## src/rtl/encoder.sv

```systemverilog
// rtl/encoder.sv - 64b/66b transmit encoder on a 32-bit XGMII/PCS word path
// Optional TX block-sequence checker is compiled in when ENCODER_TX_SM_EN is defined.
module encoder #(
  parameter int DATA_WIDTH = 32
) (
  input  logic                    i_txc,
  input  logic                    i_reset_n,
  input  logic                    i_init_done,
  input  logic [DATA_WIDTH-1:0]   i_txd,
  input  logic [DATA_WIDTH/8-1:0] i_txctl,
  input  logic                    i_tx_data_valid,
  output logic [DATA_WIDTH-1:0]   o_txd,
  output logic [1:0]              o_tx_header,
  output logic                    o_tx_header_valid
);

  localparam int DATA_NBYTES = DATA_WIDTH / 8;
  localparam int BLK_W       = 2 * DATA_WIDTH;

  localparam logic [7:0] CH_IDLE  = 8'h07;
  localparam logic [7:0] CH_ERR   = 8'hFE;
  localparam logic [7:0] CH_SEQ   = 8'h9C;
  localparam logic [7:0] CH_START = 8'hFB;
  localparam logic [7:0] CH_TERM  = 8'hFD;

  localparam logic [1:0] HDR_DATA = 2'b01;
  localparam logic [1:0] HDR_CTRL = 2'b10;

  // Error block: type 0x1E followed by eight /E/ codes.
  localparam logic [63:0] EBLOCK = {{8{7'h1E}}, 8'h1E};

  function automatic logic [7:0] term_type(input logic [2:0] k);
    case (k)
      3'd0:    term_type = 8'h87;
      3'd1:    term_type = 8'h99;
      3'd2:    term_type = 8'hAA;
      3'd3:    term_type = 8'hB4;
      3'd4:    term_type = 8'hCC;
      3'd5:    term_type = 8'hD2;
      3'd6:    term_type = 8'hE1;
      default: term_type = 8'hFF;
    endcase
  endfunction

  logic                   phase_q, phase_d;
  logic [DATA_WIDTH-1:0]  held_txd_q, held_txd_d;
  logic [DATA_NBYTES-1:0] held_ctl_q, held_ctl_d;
  logic [BLK_W-1:0]       blk_pay_q, blk_pay_d;
  logic [1:0]             blk_hdr_q, blk_hdr_d;
  logic                   blk_vld_q, blk_vld_d;
  logic [DATA_WIDTH-1:0]  txd_q, txd_d;
  logic [1:0]             hdr_q, hdr_d;
  logic                   hdr_vld_q, hdr_vld_d;

  logic [BLK_W-1:0]         w;
  logic [2*DATA_NBYTES-1:0] c;
  logic [7:0]               code_ok;
  logic [55:0]              codes;
  logic [7:0]               term;
  logic                     lo_c, hi_c, lo_o, hi_o, lo_s, hi_s, hi_d;
  logic [1:0]               enc_hdr;
  logic [BLK_W-1:0]         enc_pay;
  logic                     enc_bad;
  logic [1:0]               out_hdr;
  logic [BLK_W-1:0]         out_pay;

  assign w = {i_txd, held_txd_q};
  assign c = {i_txctl, held_ctl_q};

  always_comb begin
    code_ok = '0;
    codes   = '0;
    term    = '0;
    for (int i = 0; i < 8; i++) begin
      code_ok[i]      = c[i] && (w[8*i +: 8] == CH_IDLE || w[8*i +: 8] == CH_ERR);
      codes[7*i +: 7] = (w[8*i +: 8] == CH_ERR) ? 7'h1E : 7'h00;
    end
    // Terminate in lane k: data below it, only idle/error codes above it.
    for (int k = 0; k < 8; k++) begin
      term[k] = c[k] && (w[8*k +: 8] == CH_TERM);
      for (int i = 0; i < 8; i++) begin
        if (i < k && c[i])        term[k] = 1'b0;
        if (i > k && !code_ok[i]) term[k] = 1'b0;
      end
    end
  end

  always_comb begin
    lo_c = &code_ok[3:0];
    hi_c = &code_ok[7:4];
    lo_o = (c[3:0] == 4'b0001) && (w[7:0] == CH_SEQ);
    hi_o = (c[7:4] == 4'b0001) && (w[39:32] == CH_SEQ);
    lo_s = (c[3:0] == 4'b0001) && (w[7:0] == CH_START);
    hi_s = (c[7:4] == 4'b0001) && (w[39:32] == CH_START);
    hi_d = (c[7:4] == 4'b0000);
  end

  always_comb begin
    enc_hdr = HDR_CTRL;
    enc_pay = EBLOCK;
    enc_bad = 1'b0;
    if (c == '0) begin
      enc_hdr = HDR_DATA;
      enc_pay = w;
    end else if (lo_c && hi_c) begin
      enc_pay = {codes, 8'h1E};
    end else if (lo_c && hi_o) begin
      enc_pay = {w[63:40], 4'h0, codes[27:0], 8'h2D};
    end else if (lo_c && hi_s) begin
      enc_pay = {w[63:40], 4'h0, codes[27:0], 8'h33};
    end else if (lo_o && hi_s) begin
      enc_pay = {w[63:40], 4'h0, 4'h0, w[31:8], 8'h66};
    end else if (lo_o && hi_o) begin
      enc_pay = {w[63:40], 4'h0, 4'h0, w[31:8], 8'h55};
    end else if (lo_s && hi_d) begin
      enc_pay = {w[63:8], 8'h78};
    end else if (lo_o && hi_c) begin
      enc_pay = {codes[55:28], 4'h0, w[31:8], 8'h4B};
    end else if (|term) begin
      enc_pay = '0;
      for (int k = 0; k < 8; k++) begin
        if (term[k]) begin
          enc_pay[7:0] = term_type(3'(k));
          for (int j = 0; j < 7; j++)
            if (j < k) enc_pay[8+8*j +: 8] = w[8*j +: 8];
          for (int j = 1; j < 8; j++)
            if (j > k) enc_pay[8+7*j +: 7] = codes[7*j +: 7];
        end
      end
    end else begin
      enc_bad = 1'b1;
    end
  end

`ifdef ENCODER_TX_SM_EN
  localparam logic [2:0] TX_INIT = 3'd0;
  localparam logic [2:0] TX_C    = 3'd1;
  localparam logic [2:0] TX_D    = 3'd2;
  localparam logic [2:0] TX_T    = 3'd3;
  localparam logic [2:0] TX_E    = 3'd4;

  localparam logic [2:0] CLS_C = 3'd0;
  localparam logic [2:0] CLS_S = 3'd1;
  localparam logic [2:0] CLS_D = 3'd2;
  localparam logic [2:0] CLS_T = 3'd3;
  localparam logic [2:0] CLS_E = 3'd4;

  logic [2:0] state_q, state_d;
  logic [2:0] sm_next;
  logic [2:0] blk_cls;
  logic       has_fe;

  // Any /E/ character makes the block an error-class block.
  always_comb begin
    has_fe = 1'b0;
    for (int i = 0; i < 8; i++)
      if (c[i] && w[8*i +: 8] == CH_ERR) has_fe = 1'b1;
    blk_cls = CLS_E;
    if (!enc_bad && !has_fe) begin
      if (enc_hdr == HDR_DATA) begin
        blk_cls = CLS_D;
      end else begin
        case (enc_pay[7:0])
          8'h1E, 8'h2D, 8'h4B, 8'h55: blk_cls = CLS_C;
          8'h33, 8'h66, 8'h78:        blk_cls = CLS_S;
          default:                    blk_cls = CLS_T;
        endcase
      end
    end
  end

  always_comb begin
    sm_next = TX_E;
    case (state_q)
      TX_D: begin
        if (blk_cls == CLS_D)      sm_next = TX_D;
        else if (blk_cls == CLS_T) sm_next = TX_T;
      end
      TX_E: begin
        case (blk_cls)
          CLS_D:   sm_next = TX_D;
          CLS_T:   sm_next = TX_T;
          CLS_C:   sm_next = TX_C;
          CLS_S:   sm_next = TX_D;
          default: sm_next = TX_E;
        endcase
      end
      default: begin
        if (blk_cls == CLS_C)      sm_next = TX_C;
        else if (blk_cls == CLS_S) sm_next = TX_D;
      end
    endcase
  end

  always_comb begin
    out_hdr = enc_hdr;
    out_pay = enc_pay;
    if (sm_next == TX_E) begin
      out_hdr = HDR_CTRL;
      out_pay = EBLOCK;
    end
  end
`else
  always_comb begin
    out_hdr = enc_hdr;
    out_pay = enc_pay;
  end
`endif

  always_comb begin
    phase_d    = phase_q;
    held_txd_d = held_txd_q;
    held_ctl_d = held_ctl_q;
    blk_pay_d  = blk_pay_q;
    blk_hdr_d  = blk_hdr_q;
    blk_vld_d  = blk_vld_q;
    txd_d      = txd_q;
    hdr_d      = hdr_q;
    hdr_vld_d  = hdr_vld_q;
`ifdef ENCODER_TX_SM_EN
    state_d    = state_q;
`endif
    if (!i_init_done) begin
      phase_d    = 1'b0;
      held_txd_d = '0;
      held_ctl_d = '0;
      blk_pay_d  = '0;
      blk_hdr_d  = '0;
      blk_vld_d  = 1'b0;
      txd_d      = '0;
      hdr_d      = '0;
      hdr_vld_d  = 1'b0;
`ifdef ENCODER_TX_SM_EN
      state_d    = TX_INIT;
`endif
    end else if (i_tx_data_valid) begin
      phase_d = ~phase_q;
      if (!phase_q) begin
        held_txd_d = i_txd;
        held_ctl_d = i_txctl;
        if (blk_vld_q) begin
          txd_d     = blk_pay_q[DATA_WIDTH-1:0];
          hdr_d     = blk_hdr_q;
          hdr_vld_d = 1'b1;
        end
      end else begin
        // Old block's high half goes out on the same edge the new block is captured.
        blk_pay_d = out_pay;
        blk_hdr_d = out_hdr;
        blk_vld_d = 1'b1;
`ifdef ENCODER_TX_SM_EN
        state_d   = sm_next;
`endif
        if (blk_vld_q) begin
          txd_d     = blk_pay_q[BLK_W-1:DATA_WIDTH];
          hdr_vld_d = 1'b0;
        end
      end
    end
  end

  always_ff @(posedge i_txc or negedge i_reset_n) begin
    if (!i_reset_n) begin
      phase_q    <= 1'b0;
      held_txd_q <= '0;
      held_ctl_q <= '0;
      blk_pay_q  <= '0;
      blk_hdr_q  <= '0;
      blk_vld_q  <= 1'b0;
      txd_q      <= '0;
      hdr_q      <= '0;
      hdr_vld_q  <= 1'b0;
`ifdef ENCODER_TX_SM_EN
      state_q    <= TX_INIT;
`endif
    end else begin
      phase_q    <= phase_d;
      held_txd_q <= held_txd_d;
      held_ctl_q <= held_ctl_d;
      blk_pay_q  <= blk_pay_d;
      blk_hdr_q  <= blk_hdr_d;
      blk_vld_q  <= blk_vld_d;
      txd_q      <= txd_d;
      hdr_q      <= hdr_d;
      hdr_vld_q  <= hdr_vld_d;
`ifdef ENCODER_TX_SM_EN
      state_q    <= state_d;
`endif
    end
  end

  assign o_txd             = txd_q;
  assign o_tx_header       = hdr_q;
  assign o_tx_header_valid = hdr_vld_q;

endmodule

```

## config.mk

```make
export PLATFORM = sky130hd
export DESIGN_NAME = encoder
export DESIGN_NICKNAME = d
export VERILOG_FILES = /design/src/rtl/encoder.sv
export SDC_FILE = /design/constraint.sdc
export NUM_CORES = 1
export LEC_CHECK = 0
export ABC_AREA = 1
export CORE_ASPECT_RATIO = 1.25
export CORE_MARGIN = 3
export CORE_UTILIZATION = 40
export DETAILED_ROUTE_END_ITERATION = 7
export HOLD_SLACK_MARGIN = 0.03
export PLACE_DENSITY = 0.67
export SETUP_SLACK_MARGIN = 0.2
export SLEW_MARGIN = 20
export SYNTH_ARGS = -nofsm -noshare
export SYNTH_HDL_FRONTEND = slang
export SYNTH_SLANG_ARGS = --single-unit
```

## constraint.sdc

```tcl
create_clock -name i_txc -period 2.7 [get_ports i_txc]
set_clock_uncertainty 0.15 [all_clocks]
set_input_delay 0.405 -clock i_txc [delete_from_list [all_inputs] [get_ports i_txc]]
set_output_delay 0.405 -clock i_txc [all_outputs]
set_load 0.01 [all_outputs]
```

# ---- After elaboration in Yosys (flattened, before gate mapping)
# Cells that the tools add are included.
dict set report totals {
  regBits 139
  input_bits 40
  out_inout_bits 35
}
dict set report classes {
  n_eq_ne 34
  muxes 138
  bitwise 1
  n_reduce_logical 44
}
# op count
set ops {}
lappend ops {{64-bit two-way mux} 13}
lappend ops {{42-bit two-way mux} 10}
lappend ops {{35-bit two-way mux} 10}
lappend ops {{32-bit two-way mux} 9}
lappend ops {{8-bit equality test (second input constant)} 20}
lappend ops {{1-bit two-way mux} 66}
lappend ops {{8-bit by 3-bit equality test with 1-bit output (second input constant)} 8}
lappend ops {{56-bit two-way mux} 1}
lappend ops {{48-bit two-way mux} 1}
lappend ops {{47-bit two-way mux} 1}
lappend ops {{40-bit two-way mux} 1}
lappend ops {{5-bit two-way mux} 8}
lappend ops {{28-bit two-way mux} 1}
lappend ops {{1-bit logical AND} 27}
lappend ops {{24-bit two-way mux} 1}
lappend ops {{21-bit two-way mux} 1}
lappend ops {{16-bit two-way mux} 1}
lappend ops {{2-bit two-way mux} 8}
lappend ops {{14-bit two-way mux} 1}
lappend ops {{4-bit two-way mux} 3}
lappend ops {{4-bit by 1-bit equality test with 1-bit output (second input constant)} 2}
lappend ops {{8-bit logical NOT} 1}
lappend ops {{1-bit logical OR} 8}
lappend ops {{8-bit two-way mux} 1}
lappend ops {{9 further kinds} 14}

# ---- Depth between registers and ports, before layout
# Gate-level depths: netlist of run 1.
dict set report depth {
  depth_word 48
  ltp_mapped 21
}

# ---- Worst setup path before layout of run 1
# No wires, ideal clock.
dict set report synth_path {
  kind {input port to flip-flop}
  from {input port i_txd[21]}
  to {register blk_pay_q[23]}
  t_arrival_ns 1.934
  t_required_ns 2.432
  slack_ns 0.498
  cell_stages 16
  cell_sequence {inv_1 > nand2_1 > nor2_1 > nand2_1 > nand2_1 > nand2_1 > nor2_8 > nand2_8 > nor2_4 > nand3_2 > nand3_4 > buf_6 > inv_2 > o21ai_1 > nand2_1 > a21o_1}
}
dict set report synth_between {
  elab_chain_cells 34
}
# element line
set synth_rtl {}
lappend synth_rtl {{start, declared} 9} ;# input logic [DATA_WIDTH-1:0] i_txd,
lappend synth_rtl {{8-bit by 3-bit equality test with 1-bit output or 8-bit equality test (tied branches)} 75} ;# code_ok[i] = c[i] && (w[8*i +: 8] == CH_IDLE || w[8*i +: 8] == CH_ERR);
lappend synth_rtl {{1-bit logical OR} 75}
lappend synth_rtl {{1-bit logical AND} 75}
lappend synth_rtl {{1-bit two-way mux (2 in a row)} 83} ;# if (i > k && !code_ok[i]) term[k] = 1'b0;
lappend synth_rtl {{47-bit two-way mux} 122} ;# if (term[k]) begin
lappend synth_rtl {{42-bit two-way mux} 122}
lappend synth_rtl {{42-bit two-way mux} 119} ;# end else if (|term) begin
lappend synth_rtl {{42-bit two-way mux} 117} ;# end else if (lo_o && hi_c) begin
lappend synth_rtl {{(+17 left out)} -}
lappend synth_rtl {{64-bit two-way mux} 111} ;# end else if (lo_o && hi_s) begin
lappend synth_rtl {{64-bit two-way mux} 109} ;# end else if (lo_c && hi_s) begin
lappend synth_rtl {{64-bit two-way mux} 107} ;# end else if (lo_c && hi_o) begin
lappend synth_rtl {{64-bit two-way mux *} 105} ;# end else if (lo_c && hi_c) begin
lappend synth_rtl {{64-bit two-way mux *} 102} ;# if (c == '0) begin
lappend synth_rtl {{64-bit two-way mux *} 238} ;# if (!phase_q) begin
lappend synth_rtl {{64-bit two-way mux *} 236} ;# end else if (i_tx_data_valid) begin
lappend synth_rtl {{64-bit two-way mux *} 223} ;# if (!i_init_done) begin
lappend synth_rtl {{end signal, assigned} 280} ;# blk_pay_q <= blk_pay_d;
lappend synth_rtl {{end, declared} 48} ;# logic [BLK_W-1:0] blk_pay_q, blk_pay_d;
# Mark *: on every way between the ends. The rest lies on a longest branch, timed or not. The select of a mux whose other input is x is not followed.
# A chain may end at the register's enable or synchronous reset.

# ---- Final worst setup path of run 1
dict set report layout_path {
  from {register held_txd_q[21]}
  to {register blk_pay_q[41]}
}
dict set report layout_between {
  elab_chain_cells 45
}
# element line
set layout_rtl {}
lappend layout_rtl {{start, declared} 46} ;# logic [DATA_WIDTH-1:0] held_txd_q, held_txd_d;
lappend layout_rtl {{start signal, assigned} 278} ;# held_txd_q <= held_txd_d;
lappend layout_rtl {{8-bit by 3-bit equality test with 1-bit output or 8-bit equality test (tied branches)} 75}
lappend layout_rtl {{1-bit logical OR} 75}
lappend layout_rtl {{1-bit logical AND} 75}
lappend layout_rtl {{1-bit two-way mux (6 in a row)} 83}
lappend layout_rtl {{42-bit two-way mux} 122}
lappend layout_rtl {{42-bit two-way mux} 119}
lappend layout_rtl {{42-bit two-way mux} 117}
lappend layout_rtl {{42-bit two-way mux} 115} ;# end else if (lo_s && hi_d) begin
lappend layout_rtl {{(+24 left out)} -}
lappend layout_rtl {{64-bit two-way mux} 111}
lappend layout_rtl {{64-bit two-way mux} 109}
lappend layout_rtl {{64-bit two-way mux} 107}
lappend layout_rtl {{64-bit two-way mux *} 105}
lappend layout_rtl {{64-bit two-way mux *} 102}
lappend layout_rtl {{64-bit two-way mux *} 238}
lappend layout_rtl {{64-bit two-way mux *} 236}
lappend layout_rtl {{64-bit two-way mux *} 223}
# Marked as above.

==> results.toml, run 1 <==
[place]
routabilityCongestion = 1.06
port_buffers = 74
pre_cts_slack_ps = -422
dp_hpwl_um = 30200
place_inst = 1719

[yosys]
synthesis.area_mm2 = 0.00861
ys_types = 43
synth_seq_cells = 139
synth_area_per_cell_um2 = 7.13
synth_edf_count = 0
async_flop_share = 1.00
netlist_instances = 1207
synth_top_area_share = 0.404
synthesis.nets = 1247
synth_largest_area_cell = "dfrtp_1"
ys.flop_type = "dfrtp_1"
synth_seq_area_share = 0.404
ys_warn_count = 0
ys_top_cells_by_area = "dfrtp_1 40%, nand2_1 13%, inv_1 8.2%"

[finish]
layout_common_cells = "271 x nand2_1, 209 x buf_4, 179 x inv_1, 137 x dfrtp_1, 80 x nand3_1"
fillers = 2071
nets = 1527
final_common_cell = "nand2_1"
layout.cells.non_filler = 1774
area_delta_synth_final_pct = 43.7
seq_area_mm2 = 0.00348
diodes = 0
multi_input_area_mm2 = 0.00459
drive_gt1_frac = 0.279

[floorplan]
die_x_um = 137
start_util = 0.411
io_pins = 75
num_rows = 59
core_area_mm2 = 0.0210
dieArea_mm2 = 0.0233
die_h_um = 170

[outcome]
status = "complete, no violations"

[hold_path]
hold_start = "i_txd[14]"
hold_path_class = "input port to flip-flop"
worstHoldPathCells = 3
min_delay_worst_endpoint = "blk_pay_q[46]$_DFFE_PN0P_"

[worst_setup_path]
crit_arrival_ps = 2700
crit_fanout = 4
end_kind = "flip-flop"
start_kind = "flip-flop"
critPathMaxStageDelay_ps = 410
r2r_cells = 17
r2r-end = "blk_pay_q[41]$_DFFE_PN0P_"
r2r_slack_ps = 200
r2r_start = "held_txd_q[21]$_DFFE_PN0P_"
required_ps = 2900
crit_path_frequent_cell = "nand2_1"
critical_path_class = "flip-flop to flip-flop"
cp-startpoint = "held_txd_q[21]$_DFFE_PN0P_"
path_cells = "inv_1 > nand2_1 > nor2_2 > nand2_2 > nand2_1 > nand2_1 > nor2_4 > nand4_1 > nor2_1 > nor2_1 > nand3_2 > buf_4 > nand2_2 > o21ai_2 > o21ai_0 > buf_4 > o21ai_0"
slowest_stage = "dfrtp_1"

[timing]
worst_pin_slew_ps = 541
finalCritPeriodShare = 0.925
setup_viol = 0
fmax_mhz = 400
grt_setup_unrepaired = "yes"
maxSlewViolCount = 0
tns_ps = 0
setup_ws_ps = 203
maxSlewHeadroom = 0.637
period_needed_ps = 2500
finalHoldViolCount = 0
hold_slack_ps = 249

[clock_network]
cts_buffers = 17
cts-root-buf = "clkbuf_16"
htreeDepth = 4
clk_pin_slew_ps = 60
clk_latency_ps = 430
max-clock-path-buffers = 2
cts_sinks = 139
cts_tree = "yes"

[detailed_routing]
drt-pass1-iter-count = 6
num_vias = 9928
wire_per_inst_um = 21.6
drt-total-wl_um = 38400
via_per_inst = 5.60
drc = 0
antenna_left = 0
drt_iter0_drc = 997

[pwr]
power.density_mw_per_mm2 = 446
ir_worst_vdd_v = 0.000562
p_leak_nw = 6.20

[global_routing]
grt_max_degree = 53
grt_pass1_vias = 9481
grtUsageTotal = 0.330
grt_pass1_wl_um = 57200
overflow = 0
antenna_found_initial = 0

[job]
cap_violations = 0
[routing by layer]
layer | global-route usage | up-vias | wire [µm]
li1 | - | 4584 | -
met1 | 0.431 | 4811 | 15400
met2 | 0.553 | 435 | 18600
met3 | 0.0417 | 98 | 2450
met4 | 0.134 | 0 | 1940
met5 | 0 | - | 0
[worst max-delay path: cells and delay by family (launching register included)]
family                 cells  cell delay, ps
AO/OA/AOI/OAI              3             220
buffers and inverters      3             370
flip-flops                 1             410
AND/OR/NAND/NOR           11            1260
[logic make-up (layout without fill, tap and decap cells)]
kind of cell / after synthesis / after routing / synth area share
and+or+nand+nor: 572 / 572 / 0.305
AOI/OAI and AO/OA: 254 / 254 / 0.182
buffers and inverters: 242 / 535 / 0.109
DFF: 139 / 139 / 0.404
[repair_timing]
item,in CTS,in global routing
buffers inserted,5,16
resized for setup,32,137
pin swaps,9,43
cloned,0,1
hold endpoints to repair,44,0
endpoints found under the setup margin,59,64
hold buffers,1,0
[power by group]
part	internal [mW]	total [mW]	switching [mW]
combinational	0.347	0.914	0.567
sequential	2.21	2.30	0.0926
clock	1.24	2.30	1.06
total	3.79	5.51	1.72
[final cells by class]
type | instances | share of cell area
Clock buffer | 18 | 0.0355
Timing Repair Buffer | 299 | 0.211
Multi-Input combinational cell | 826 | 0.371
Inverter | 204 | 0.0629
Clock inverter | 14 | 0.0102
Sequential cell | 139 | 0.281
Tap cell | 274 | 0.0277
[registers in the layout (all words and copies together) (netlist names)]
signal and cells:
phase_q 1, held_ctl_q 4, blk_hdr_q 2, held_txd_q 32, blk_pay_q 64, o_tx_header 2, o_txd 32, blk_vld_q 1
o_tx_header_valid 1
[per-stage QoR]
stage	cell area [µm²]	power [mW]	utilization
2_1_floorplan	8610	2.66	-
3_3_place_gp	11200	3.19	0.532
5_1_grt	12400	5.69	0.590
6_report	12400	5.51	0.590
3_5_place_dp	11200	3.20	0.532
4_1_cts	11800	5.49	0.564
[Yosys cell counts (all sizes together), types with 10 or more instances]
master and number:
nand2 318, nor2 101, dfrtp 139, o21ai 62
a21oi 56, nand3 97, o221ai 23, clkbuf 28
o22ai 69, inv 203, nor3 17, nand4 28
o211ai 31, buf 10
[worst max-delay path by stage]
stage,to,cells after the start,slack [ps]
final,blk_pay_q[41]$_DFFE_PN0P_,17,200
after global routing,blk_pay_q[25]$_DFFE_PN0P_,19,90
after CTS,blk_pay_q[58]$_DFFE_PN0P_,16,180
after detailed placement,blk_pay_q[6]$_DFFE_PN0P_,16,-420
after global placement,blk_pay_q[6]$_DFFE_PN0P_,13,-410
after floorplan,blk_pay_q[23]$_DFFE_PN0P_,16,500
Note: power is estimated with default switching activity, not from simulation.
==> run 2, diff against run 1 <==
--- a/config.mk
+++ b/config.mk
@@ -10,6 +10,7 @@
 export CORE_MARGIN = 3
 export CORE_UTILIZATION = 40
 export DETAILED_ROUTE_END_ITERATION = 7
+export GPL_TIMING_DRIVEN = 0
 export HOLD_SLACK_MARGIN = 0.03
 export PLACE_DENSITY = 0.67
 export SETUP_SLACK_MARGIN = 0.2
==> run 2 against run 1 <==
Effect of this change: the run now ends with DRC left; via count is 0.55% higher; sequential cell count stayed put; utilization is 1.2 points lower; maximum frequency is 1.9% lower; hold slack worse by 37 ps; combinational power is 0.5% lower; global-route usage is 0.83 points higher; final cell count is 3.6% lower; largest cell class unchanged.
==> results.toml, run 2 (same netlist as run 1, synthesis figures left out) <==
[floorplan]
core_area_mm2 = 0.0210
io_pins = 75
start_util = 0.411
die_x_um = 137
die_h_um = 170
dieArea_mm2 = 0.0233
num_rows = 59

[pwr]
power.density_mw_per_mm2 = 466
intPower_mw = 3.96
p_sw_mw = 1.69
pwr-share-seq = 0.405
total_power_mw = 5.65
power_frac_comb = 0.161
p_leak_nw = 5.75
swShare = 0.300
ir_worst_vdd_v = 0.000445
clkPwrFrac = 0.434

[global_routing]
grt_pass1_vias = 9313
grt_pass1_wl_um = 57700
grtUsageTotal = 0.338
antenna_found_initial = 0
overflow = 0
grt_max_degree = 99

[worst_setup_path]
slowest_stage = "dfrtp_1"
crit_path_frequent_cell = "nand2_2"
critPathMaxStageDelay_ps = 430
critical_path_class = "flip-flop to flip-flop"
start_kind = "flip-flop"
end_kind = "flip-flop"
crit_arrival_ps = 2720
path_cells = "inv_2 > nand2_1 > nor2_2 > nand2_2 > nand2_2 > nand2_2 > nor2_4 > nand2_4 > nor2_4 > nand3_4 > nand3_4 > buf_12 > nand3_2 > nand2_1 > nand2_1 > nand2_2 > nand3_2"
crit_fanout = 5
required_ps = 2870

[detailed_routing]
via_per_inst = 5.84
drt_iter0_drc = 999
wire_per_inst_um = 23.4
drt-pass1-iter-count = 8
drc = 1
antenna_left = 0
num_vias = 9983
drt-total-wl_um = 40100

[place]
routabilityCongestion = 1.01
dpl-instance-area_mm2 = 0.00972
port_buffers = 74
dp_hpwl_um = 30000
pre_cts_slack_ps = -1210

[clock_network]
clk_latency_ps = 440
htreeDepth = 4
cts_sinks = 139
cts_tree = "yes"
clk_pin_slew_ps = 70
cts-root-buf = "clkbuf_16"
max-clock-path-buffers = 2
cts_buffers = 17

[finish]
nets = 1463
area_delta_synth_final_pct = 40.8
final_common_cell = "nand2_1"
fillers = 1999
design_area_mm2 = 0.0121
largest_reg_flops = 64
drive_gt1_frac = 0.304
regMostFlops = "blk_pay_q"
diodes = 0
layout_common_cells = "257 x nand2_1, 137 x inv_1, 135 x dfrtp_1, 111 x buf_4, 67 x o22ai_1"

[timing]
worst_pin_slew_ps = 775
grt_setup_unrepaired = "yes"
tns_ps = 0
setup_viol = 0
finalCritPeriodShare = 0.943
fmax_mhz = 393
period_needed_ps = 2550
maxSlewHeadroom = 0.483
hold_slack_ps = 212
setup_ws_ps = 155
finalHoldViolCount = 0
maxSlewViolCount = 0

[outcome]
violations = "DRC"
status = "finished, violations left"

[job]
cap_violations = 0

[hold_path]
hold_path_class = "input port to flip-flop"
-- run 2: worst max-delay path: cells and delay by family, from the launching register on --
kind	cells	cell delay, ps
and+or+nand+nor	15	1600
DFF	1	430
buffers and inverters	2	270
-- run 2: power by group through the flow --
stage | clock (mW) | sequential (mW) | combinational [mW]
after floorplan | 0 | 2.30 | 0.354
after global placement | 0 | 2.32 | 0.716
after detailed placement | 0 | 2.32 | 0.727
after CTS | 2.44 | 2.29 | 0.798
after global routing | 2.54 | 2.30 | 0.964
final | 2.45 | 2.29 | 0.909
-- run 2: through the flow --
stage               utilization  instances
floorplan                     -       1207
global placement          0.462       1555
detailed placement        0.464       1556
CTS                       0.530       1645
global route              0.578       1710
finish                    0.578       1710
-- run 2: path summary, 6_finish.rpt --
path / depth (start not counted) / from / slack, ps / endpoint
min reg2reg: 2 / o_tx_header_valid$_DFFE_PN0P_ / 320 / o_tx_header_valid$_DFFE_PN0P_
max: 17 / held_txd_q[16]$_DFFE_PN0P_ / 150 / blk_pay_q[47]$_DFFE_PN0P_
min in group asynchronous: 2 / i_reset_n / 320 / blk_pay_q[54]$_DFFE_PN0P_
min: 3 / i_txd[12] / 210 / blk_pay_q[44]$_DFFE_PN0P_
max in group asynchronous: 3 / i_reset_n / 1230 / o_txd[8]$_DFFE_PN0P_
max reg2reg: 17 / held_txd_q[16]$_DFFE_PN0P_ / 150 / blk_pay_q[47]$_DFFE_PN0P_
-- run 2: metal layers --
layer	vias to the layer above	part of all wire	track usage
met4	0	0.072	0.201
met1	4803	0.38	0.419
met3	152	0.088	0.0775
li1	4474	-	-
met2	554	0.46	0.536
met5	-	0	0
-- run 2: what timing repair did --
item | in CTS | in global routing
pin swaps | 34 | 65
hold endpoints to repair | 41 | 0
gates resized for setup | 186 | 180
hold buffers | 1 | 0
endpoints found under the setup margin | 127 | 105
gates cloned | 1 | 2
setup buffers | 55 | 63
-- run 2: final cells by class --
type,count,area [µm²],area share
Clock buffer,18,429,0.0354
Tap cell,274,343,0.0283
Inverter,204,811,0.0669
Timing Repair Buffer,197,1710,0.141
Sequential cell,139,3480,0.287
Multi-Input combinational cell,826,4960,0.409
Buffer,38,218,0.0180
Clock inverter,14,171,0.0141
==> run 3, diff against run 2 <==
--- a/config.mk
+++ b/config.mk
@@ -13,6 +13,7 @@
 export GPL_TIMING_DRIVEN = 0
 export HOLD_SLACK_MARGIN = 0.03
 export PLACE_DENSITY = 0.67
+export RECOVER_POWER = 50
 export SETUP_SLACK_MARGIN = 0.2
 export SLEW_MARGIN = 20
 export SYNTH_ARGS = -nofsm -noshare
==> run 3 against run 2 <==
Effect of this change: the flow now finishes without violations; clock-buffer cell count unchanged; sequential cell count unchanged; critical path depth unchanged; register-to-register slack about the same; via count down 0.64%; power down 0.25%; sequential power about the same; maximum frequency up 0.16%; setup slack better by 4.0 ps; final cell count unchanged; clock power about the same; critical endpoint is now blk_pay_q[46]$_DFFE_PN0P_; highest routed layer unchanged.
==> results.toml, run 3 (same netlist as run 1, synthesis figures left out) <==
[outcome]
status = "complete, no violations"

[place]
port_buffers = 74
dp_hpwl_um = 30000
pre_cts_slack_ps = -1210
routabilityCongestion = 1.01

[worst_setup_path]
critical_path_class = "flip-flop to flip-flop"
path_delay_family = "simple AND/OR/NAND/NOR gates"
crit_arrival_ps = 2710
path_cells = "inv_2 > nand2_2 > nor2_2 > nand2_2 > nand2_2 > nand2_2 > nor2_4 > nand2_4 > nor2_4 > nand3_4 > nand3_4 > buf_12 > nand3_1 > nand2_1 > nand2_1 > nand2_2 > nand3_1"
r2r-end = "blk_pay_q[46]$_DFFE_PN0P_"
start_kind = "flip-flop"
r2r_slack_ps = 160
end_kind = "flip-flop"
r2r_cells = 17
required_ps = 2870
critPathMaxStageDelay_ps = 420
crit_fanout = 5
slowest_stage = "dfrtp_1"
r2r_start = "held_txd_q[19]$_DFFE_PN0P_"
crit_path_frequent_cell = "nand2_2"
critPathBufInv = 2

[detailed_routing]
wire_per_inst_um = 23.4
drt-total-wl_um = 39900
via_per_inst = 5.80
drt-pass1-iter-count = 5
antenna_left = 0
drt_iter0_drc = 967
num_vias = 9919
drc = 0

[global_routing]
grtUsageTotal = 0.338
grt_pass1_vias = 9313
grt.met1_usage = 0.419
grt_max_degree = 99
grtUsageMet2 = 0.536
grt_pass1_wl_um = 57700
antenna_found_initial = 0
busiest_layer = "met2"
met3_usage = 0.0775
overflow = 0

[timing]
hold_slack_ps = 213
maxSlewHeadroom = 0.196
setup_viol = 0
finalHoldViolCount = 0
worst_pin_slew_ps = 1210
setup_ws_ps = 159
finalCritPeriodShare = 0.941
maxSlewViolCount = 0
period_needed_ps = 2540
grt_setup_unrepaired = "yes"
fmax_mhz = 394

[pwr]
total_power_mw = 5.64
p_leak_nw = 5.80
ir_worst_vdd_v = 0.000444
power.density_mw_per_mm2 = 466

[clock_network]
htreeDepth = 4
cts_buffers = 17
cts_tree = "yes"
cts-root-buf = "clkbuf_16"
cts_sinks = 139
clk_pin_slew_ps = 70
clk_latency_ps = 440
max-clock-path-buffers = 2

[finish]
final_common_cell = "nand2_1"
seq_area_mm2 = 0.00348
drive_gt1_frac = 0.304
multi_input_area_mm2 = 0.00496
regMostFlops = "blk_pay_q"
largest_reg_flops = 64
diodes = 0
nets = 1463
area_delta_synth_final_pct = 40.7
utilization = 0.578
fillers = 2000
layout_common_cells = "257 x nand2_1, 137 x inv_1, 135 x dfrtp_1, 111 x buf_4, 67 x o22ai_1"

[floorplan]
num_rows = 59
die_h_um = 170
io_pins = 75
die_x_um = 137
start_util = 0.411
core_area_mm2 = 0.0210
dieArea_mm2 = 0.0233

[hold_path]
worstHoldPathCells = 3
hold_path_class = "input port to flip-flop"
hold_start = "i_txd[12]"
min_delay_worst_endpoint = "blk_pay_q[44]$_DFFE_PN0P_"

[job]
cap_violations = 0
## run 3: what timing repair did
item                                   CTS  global route
buffers inserted                        55            63
resized for setup                      186           180
setup endpoints to repair              127           105
endpoints found under the hold margin   41             0
gates cloned                             1             2
hold buffers                             1             0
pin swaps                               34            65
## run 3: layout make-up
cell class                      instances  area share
Multi-Input combinational cell        826       0.409
Buffer                                 38      0.0180
Sequential cell                       139       0.288
Inverter                              204      0.0669
Clock inverter                         14      0.0142
Tap cell                              274      0.0283
Clock buffer                           18      0.0354
Timing Repair Buffer                  197       0.140
## run 3: how the worst max path moves through the flow
stage	startpoint	end	cells past startpoint	slack, ps
after floorplan	i_txd[21]	blk_pay_q[23]$_DFFE_PN0P_	16	500
after global placement	i_reset_n	blk_pay_q[37]$_DFFE_PN0P_	1	-4650
after detailed placement	i_init_done	blk_pay_q[5]$_DFFE_PN0P_	10	-1210
after CTS	i_tx_data_valid	o_txd[7]$_DFFE_PN0P_	7	90
after global routing	held_txd_q[19]$_DFFE_PN0P_	blk_pay_q[46]$_DFFE_PN0P_	17	20
final	held_txd_q[19]$_DFFE_PN0P_	blk_pay_q[46]$_DFFE_PN0P_	17	160
## run 3: report_power, final
group          internal [mW]  leakage, nW  switching (mW)
Sequential              2.21         1.87          0.0825
Clock                   1.46        0.287           0.990
Combinational          0.291         3.65           0.611
## run 3: per-layer routing
metal  vias up  wire (µm)
met5         -          0
met4         0       2840
met3       131       3450
met2       535      18600
met1      4786      15100
li1       4467          -
## run 3: through the flow
| step | instance area (µm²) | cells | TNS, ps |
|---|---|---|---|
| 2_1_floorplan | 8610 | 1207 | 0 |
| 3_3_place_gp | 9690 | 1555 | -725730 |
| 3_5_place_dp | 9720 | 1556 | -82050 |
| 4_1_cts | 11100 | 1645 | 0 |
| 5_1_grt | 12100 | 1710 | 0 |
| 6_report | 12100 | 1710 | 0 |
## run 3: worst reg2reg max path: stages, from the launching register on
cell,delay (ps)
dfrtp_1,420
inv_2,100
nand2_2,50
nor2_2,110
nand2_2,80
nand2_2,80
nand2_2,60
nor2_4,170
nand2_4,90
nor2_4,170
nand3_4,140
nand3_4,230
buf_12,170
nand3_1,80
nand2_1,80
nand2_1,60
nand2_2,120
nand3_1,80
